===== config.mk =====
export PLATFORM = sky130hd
export DESIGN_NAME = hdb3_stream_encoder
export DESIGN_NICKNAME = d
export VERILOG_FILES = /design/src/rtl/hdb3_pkg.sv /design/src/rtl/hdb3_sym2tern.sv /design/src/rtl/hdb3_stream_encoder.sv
export SDC_FILE = /design/constraint.sdc
export NUM_CORES = 1
export LEC_CHECK = 0
export ABC_AREA = 1
export CORE_AREA = 2 2 88 90
export CTS_CLUSTER_DIAMETER = 60
export DETAILED_ROUTE_END_ITERATION = 6
export DIE_AREA = 0 0 90 92
export PLACE_DENSITY = 0.44
export SLEW_MARGIN = 20
export SYNTH_ARGS = -nofsm -noshare
export SYNTH_HDL_FRONTEND = slang
export SYNTH_HIERARCHICAL = 1
export SYNTH_SLANG_ARGS = --single-unit

===== constraint.sdc =====
create_clock -name i_clk -period 1.8 [get_ports i_clk]
set_input_delay 0.18 -clock i_clk [delete_from_list [all_inputs] [get_ports i_clk]]
set_output_delay 0.18 -clock i_clk [all_outputs]
set_load 0.05 [all_outputs]

===== src/rtl/hdb3_pkg.sv =====
// Shared symbol-type, ternary-code and mode constants for the HDB3/AMI line encoder.
package hdb3_pkg;

  localparam logic [1:0] SYM_ZERO = 2'b00;
  localparam logic [1:0] SYM_MARK = 2'b01;
  localparam logic [1:0] SYM_V    = 2'b10;
  localparam logic [1:0] SYM_B    = 2'b11;

  localparam logic [1:0] TERN_ZERO = 2'b00;
  localparam logic [1:0] TERN_POS  = 2'b01;
  localparam logic [1:0] TERN_NEG  = 2'b10;

  localparam logic MODE_AMI  = 1'b0;
  localparam logic MODE_HDB3 = 1'b1;

  localparam int ZRUN_W = 3;

endpackage


===== src/rtl/hdb3_sym2tern.sv =====
// Polarity stage: maps each window symbol leaving s3 to a registered ternary code,
// alternating marks/B and repeating the last polarity for V.
module hdb3_sym2tern
  import hdb3_pkg::*;
(
  input  logic       i_clk,
  input  logic       i_rst,
  input  logic       i_sym_valid,
  input  logic [1:0] i_sym_type,
  output logic       o_valid,
  output logic [1:0] o_code,
  output logic [1:0] o_sym_type
);

  logic       valid_q, valid_d;
  logic [1:0] code_q, code_d;
  logic [1:0] type_q, type_d;
  logic       last_pos_q, last_pos_d;

  // Data holds between symbols; only the valid strobe drops back to zero.
  always_comb begin
    valid_d    = 1'b0;
    code_d     = code_q;
    type_d     = type_q;
    last_pos_d = last_pos_q;
    if (i_sym_valid) begin
      valid_d = 1'b1;
      type_d  = i_sym_type;
      case (i_sym_type)
        SYM_MARK, SYM_B: begin
          code_d     = last_pos_q ? TERN_NEG : TERN_POS;
          last_pos_d = ~last_pos_q;
        end
        SYM_V:   code_d = last_pos_q ? TERN_POS : TERN_NEG;
        default: code_d = TERN_ZERO;
      endcase
    end
  end

  always_ff @(posedge i_clk) begin
    if (i_rst) begin
      valid_q    <= 1'b0;
      code_q     <= TERN_ZERO;
      type_q     <= SYM_ZERO;
      last_pos_q <= 1'b0;
    end else begin
      valid_q    <= valid_d;
      code_q     <= code_d;
      type_q     <= type_d;
      last_pos_q <= last_pos_d;
    end
  end

  assign o_valid    = valid_q;
  assign o_code     = code_q;
  assign o_sym_type = type_q;

endmodule


===== src/rtl/hdb3_stream_encoder.sv =====
// HDB3/AMI stream encoder: 4-symbol substitution window, zero-run/parity tracking,
// saturating V counter, feeding the registered polarity stage.
module hdb3_stream_encoder
  import hdb3_pkg::*;
#(
  parameter int CNT_W = 16
) (
  input  logic             i_clk,
  input  logic             i_rst,
  input  logic             i_mode,
  input  logic             i_valid,
  input  logic             i_bit,
  input  logic             i_flush,
  input  logic             i_clr_cnt,
  output logic             o_valid,
  output logic [1:0]       o_hdb3_code,
  output logic [1:0]       o_sym_type,
  output logic [CNT_W-1:0] o_v_count
);

  logic [3:0][1:0]    win_type_q, win_type_d;
  logic [3:0]         win_vld_q, win_vld_d;
  logic [ZRUN_W-1:0]  zrun_q, zrun_d;
  logic               parity_q, parity_d;
  logic [CNT_W-1:0]   v_count_q, v_count_d;
  logic               advance;
  logic               emit_valid;
  logic [1:0]         emit_type;

  assign advance    = i_valid | i_flush;
  assign emit_valid = advance & win_vld_q[3];
  assign emit_type  = win_type_q[3];

  // Substitution rewrites the freshly shifted window: the new s0 becomes V and,
  // with even parity, the zero now in s3 becomes B. Parity is always even after a V.
  always_comb begin
    win_type_d = win_type_q;
    win_vld_d  = win_vld_q;
    zrun_d     = zrun_q;
    parity_d   = parity_q;
    if (advance) begin
      win_type_d = {win_type_q[2:0], SYM_ZERO};
      win_vld_d  = {win_vld_q[2:0], 1'b0};
      if (i_valid) begin
        win_vld_d[0] = 1'b1;
        if (i_bit) begin
          win_type_d[0] = SYM_MARK;
          zrun_d        = '0;
          parity_d      = ~parity_q;
        end else if (i_mode == MODE_HDB3) begin
          if (zrun_q == ZRUN_W'(3)) begin
            win_type_d[0] = SYM_V;
            if (!parity_q) win_type_d[3] = SYM_B;
            zrun_d   = '0;
            parity_d = 1'b0;
          end else begin
            zrun_d = zrun_q + ZRUN_W'(1);
          end
        end else begin
          zrun_d = '0;
        end
      end else begin
        zrun_d = '0;
      end
    end
  end

  always_comb begin
    v_count_d = v_count_q;
    if (i_clr_cnt) begin
      v_count_d = '0;
    end else if (emit_valid && emit_type == SYM_V && v_count_q != {CNT_W{1'b1}}) begin
      v_count_d = v_count_q + CNT_W'(1);
    end
  end

  always_ff @(posedge i_clk) begin
    if (i_rst) begin
      win_type_q <= '0;
      win_vld_q  <= '0;
      zrun_q     <= '0;
      parity_q   <= 1'b0;
      v_count_q  <= '0;
    end else begin
      win_type_q <= win_type_d;
      win_vld_q  <= win_vld_d;
      zrun_q     <= zrun_d;
      parity_q   <= parity_d;
      v_count_q  <= v_count_d;
    end
  end

  hdb3_sym2tern u_sym2tern (
    .i_clk       (i_clk),
    .i_rst       (i_rst),
    .i_sym_valid (emit_valid),
    .i_sym_type  (emit_type),
    .o_valid     (o_valid),
    .o_code      (o_hdb3_code),
    .o_sym_type  (o_sym_type)
  );

  assign o_v_count = v_count_q;

endmodule


**Word-level counts from Yosys, hierarchy flattened**

Cells that the tools add are included.

- Muxes and demuxes: 21
- Equal/unequal tests: 5
- Add/subtract/negate cells: 2
- Bitwise gates (word level): 4
- Reduce and logical (&&, ||, !) cells: 8

Operators with widths:

| operator | number |
|---|---|
| $mux 2 | 11 |
| $add 16x1->16 const B | 1 |
| $ne 16x16->1 const B | 1 |
| $mux 3 | 4 |
| $mux 1 | 5 |
| $eq 2x2->1 const B | 2 |
| $pmux 2 s2 | 1 |
| $reduce_and 4->1 | 1 |
| $reduce_bool 2->1 | 2 |
| $reduce_or 2->1 | 2 |
| $add 3x1->3 const B | 1 |
| $eq 3x2->1 const B | 1 |
| $eq 2x1->1 const B | 1 |
| $logic_and 1x1->1 | 2 |
| $not 1->1 | 2 |
| $reduce_and 2->1 | 1 |
| $and 1x1->1 | 1 |
| $or 1x1->1 | 1 |

- Input port bits: 7
- Register bits: 38
- Output and inout port bits: 21
- Word-level logic and storage cells: 52

**Depth between registers and ports, before layout**

- Depth after elaboration: 5
- Gate-level depth with buffers: 10
- Depth with buffers taken out: 10

**Cells and area by module**

The synthesis kept the hierarchy.

Modules (own cells, without submodules):

| module | cells an instance | instances | area each (um^2) |
|---|---|---|---|
| hdb3_stream_encoder | 229 | 1 | 1572.8 |
| hdb3_sym2tern | 32 | 1 | 225.2 |

**Worst setup path after synthesis**

No wires, ideal clock.

- Kind: register -> register
- Start: register v_count_q[0], in the netlist o_v_count[0]
- End: register v_count_q[8], in the netlist o_v_count[8]
- Cell stages (with the launch flop): 10
- Required time: 1.685 ns
- Setup slack: -0.121 ns
- Arrival time: 1.805 ns
- Clock period less this slack: 1.921 ns
- Setup time: 0.115 ns
- Cell sequence: dfxtp_1 ha_1 inv_1 nor2_2 nand2_2 nor2_1 nor2_4 buf_6 a21oi_2 nor2_1

- Longest elaborated chain between the ends: 2

Ends and longest elaborated chain:

| item | line | text |
|---|---|---|
| start: declaration | hdb3_stream_encoder.sv:25 | `logic [CNT_W-1:0] v_count_q, v_count_d;` |
| start signal: assignment | hdb3_stream_encoder.sv:89 | `v_count_q <= v_count_d;` |
| branches (longest 2 deep; another with $add 16x1->16) | -- |  |

Several ways; the timed one is not identified.
A chain may end at the register's enable or synchronous reset.

**Worst setup path in the final report**

- Start: register v_count_q[7], in the netlist o_v_count[7]
- End: output o_v_count[7]

RTL lines:

| item | line | text |
|---|---|---|
| end: declaration | hdb3_stream_encoder.sv:18 | `output logic [CNT_W-1:0] o_v_count` |

No word-level cell between the ends.

==> flow_metrics.py <==
metrics = {
    "yosys": {
        "async_reset_ff_share_pct": 0,
        "synth_area_per_cell_sq_um": 6.889,
        "syn-cell-area_sq_um": 1798,
        "syn_nets": 270,
        "ys.flop_type": "dfxtp_1",
        "yosys_warnings": 6,
        "synth_edf_count": 0,
        "netlist_top_cells_count": "71 x nand2_1, 42 x nor2_1, 38 x dfxtp_1, 27 x inv_1, 22 x a21oi_1",
        "ys_ff_latch": 38,
        "synth_top_area_share_pct": 42.31,
        "synthCells": 261,
        "synth_top_area_cell": "dfxtp_1",
        "synthTopCellsByArea": "dfxtp_1 42%, nand2_1 15%, nor2_1 8.8%, a21oi_1 6.1%, inv_1 5.6%",
        "synth.distinct_cells": 23,
        "yosysMostFrequentCell": "nand2_1",
        "seq_area_frac_synth_pct": 42.31,
    },
    "critical_path": {
        "worstPathMaxFanout": 4,
        "cp.required_ps": 1620,
        "critical_path.slowest_cell": "clkdlybuf4s50_1",
        "max_stage_delay_ps": 800,
        "path_class": "register to output pin",
        "crit_path_cell_trace": "buf_4 -> clkdlybuf4s50_1",
        "path_buf_inv": 2,
        "r2r_start": "o_v_count[0]",
        "cp.arrival_ps": 1550,
        "crit_family": "buffers and inverters",
        "critPathCaptureType": "output pin",
        "setup.worst_path.start_class": "register",
        "worstSetupStartpoint": "o_v_count[7]",
    },
    "floorplanning": {
        "die_w_microns": 90,
        "die_y_microns": 92,
        "start_util_pct": 24.14,
        "rows": 32,
        "core_area_sq_um": 7447,
        "die-area_sq_um": 8280,
        "pin_count": 28,
    },
    "final_layout": {
        "multi_input_area_sq_um": 905.9,
        "area.sequential_sq_um": 763.2,
        "synthToLayoutAreaGrowth_pct": 34.72,
        "drive_gt1_share_pct": 15.06,
        "diodes": 0,
        "num-fill-cells": 827,
        "final_cell_count_no_fill": 414,
        "layout.nets": 320,
    },
    "sta": {
        "finalSetupViolations": 0,
        "worst_pin_slew_ps": 496.5,
        "finalHoldViolCount": 0,
        "fin_tns_setup_ps": 0,
        "maxSlewViolCount": 0,
        "fin_crit_sh_pct": 96.28,
        "skew_ps": 8.159,
        "min_period_ps": 1733,
        "rsz0062_at_grt": "no",
        "slew_headroom_pct": 66.80,
        "max_freq_ghz": 0.5770,
    },
    "power_and_ir_drop": {
        "power.leakage_nw": 0.9293,
        "combPwrFrac_pct": 7.1,
        "internal_power_w": 0.001214,
        "pwr_density_cell_nw_per_um2": 661.7,
        "swShare_pct": 24.25,
        "ir_worst_vdd_v": 0.0003694,
        "power_frac_seq_pct": 54.4,
        "p_switching_w": 0.0003887,
        "clkPwrFrac_pct": 38.5,
    },
    "clocking": {
        "path_clk_slew_ps": 80,
        "cts_buffers": 5,
        "cts_resized": 0,
        "cts_root_buffer": "clkbuf_8",
        "cts_hold_buf": 0,
        "insertion_delay_ps": 290,
        "clk_path_buf_depth": 2,
        "clock_sinks": 38,
        "cts_setup_buffers": 0,
        "htreeDepth": 2,
        "cts_tree": "done",
    },
    "routing": {
        "ant_nets": 0,
        "wl_per_cell_microns": 10.18,
        "drc": 0,
        "first_pass_iters": 4,
        "vias": 1742,
        "first_iter_violations": 53,
        "routed_wl_microns": 4215,
        "routed_via_density": 4.208,
    },
    "grt": {
        "grt_pass1_vias": 1569,
        "grt-ovfl-total": 0,
        "grt_max_degree": 14,
        "antenna_found_initial": 0,
        "grt_pass1_wl_microns": 7093,
        "grt_use_total_pct": 10.70,
    },
    "min_path": {
        "worstHoldPathType": "register to register",
        "hp-start": "win_vld_q[0]",
    },
    "place": {
        "place_hpwl_microns": 3201,
        "placed_cells": 406,
        "io_buffers": 27,
        "place.gp.congestion": 0.8143,
    },
    "job": {
        "max_cap_violations": 0,
    },
    "status": {
        "status": "finished clean",
    },
}
[worst paths after layout]
| path | end | slack (ps) | cells after the start |
|---|---|---|---|
| setup / recovery | o_v_count[7] | 70 | 2 |
| hold / removal | win_vld_q[0] | 460 | 2 |
| setup reg to reg | o_v_count[1] | 230 | 9 |
| hold reg to reg | win_vld_q[0] | 460 | 2 |
[logic make-up (layout without fill, tap and decap cells)]
group                      after synthesis  after routing  share of synthesized area (%)
AOI/OAI and AO/OA                       41             41                          12.25
adders and majority gates                2              2                          1.392
and+or+nand+nor                        141            141                          33.40
buffers and inverters                   33             84                          7.724
xor gates and xnor gates                 6              6                          2.923
DFF                                     38             38                          42.31
[sequential cells by signal, indices dropped and copies added, names as in the netlist]
register,flops
o_v_count,16
win_type_q,6
win_vld_q,4
zrun_q,3
emit_type,2
u_sym2tern/o_code,2
u_sym2tern/o_sym_type,2
parity_q,1
u_sym2tern/last_pos_q,1
u_sym2tern/o_valid,1
[cell usage in the layout (no fill, tap or decap)]
| master | instances |
|---|---|
| clkinvlp_4 | 1 |
| nor2_1 | 42 |
| xnor2_1 | 3 |
| nand3_2 | 1 |
| a21oi_2 | 1 |
| nand2_2 | 2 |
| nor3_1 | 1 |
| dfxtp_1 | 36 |
| xor2_1 | 3 |
| nor2_4 | 3 |
| clkinv_1 | 1 |
| nand3_1 | 13 |
| a21oi_1 | 22 |
| a31oi_1 | 2 |
| nand4_1 | 6 |
| buf_12 | 1 |
| a211oi_1 | 2 |
| inv_1 | 27 |
| buf_4 | 26 |
| o21ai_4 | 1 |
| clkdlybuf4s50_1 | 21 |
| clkbuf_8 | 6 |
| nor2_2 | 2 |
| o21ai_0 | 13 |
| nand2_1 | 71 |
| clkinv_2 | 1 |
| ha_1 | 2 |
| dfxtp_2 | 2 |
[worst reg2reg max path, stage by stage (launching register included)]
cell and delay (ps):
dfxtp_2 390, ha_1 190, inv_1 50, nor2_2 110, nand2_2 100, nor2_1 190
nor2_4 90, buf_12 150, o21ai_0 140, nor2_1 50
[metrics by stage]
stage	total power, W	hold WS, ps	area [sq um]	worst slack (ps)	utilization [%]
floorplan	0.0009579	249.1	1800	81.98	-
global placement	0.001006	441.3	2320	113.0	31.15
detailed placement	0.001007	446.8	2320	89.55	31.15
CTS	0.001631	460.6	2415	43.82	32.43
global route	0.001675	477.5	2422	2.751	32.53
finish	0.001603	456.8	2422	67.03	32.53
[power by group through the flow]
stage	Combinational (W)	Sequential, W	Clock, W
final	0.000113	0.000872	0.000618
after global routing	0.000126	0.000874	0.000674
after CTS	0.000115	0.000872	0.000644
after detailed placement	0.000115	0.000892	0
after global placement	0.000114	0.000892	0
after floorplan	0.0000566	0.000901	0
[cell type report]
class	count	area share, %
clock inverter	2	0.5165
timing repair buffer	48	17.56
inverter	28	4.339
sequential	38	31.51
tap	102	5.269
multi-input combinational	190	37.40
clock buffer	6	3.409
[metal layers]
layer  share of wire, %  GRT usage [%]  vias up
li1                   -              -      930
met1                 46          11.98      767
met2                 47          18.67       33
met3                4.6          3.122       12
met4                3.0          5.128        0
met5                  0              0        -
No activity file was read; power rests on OpenSTA's default activity.
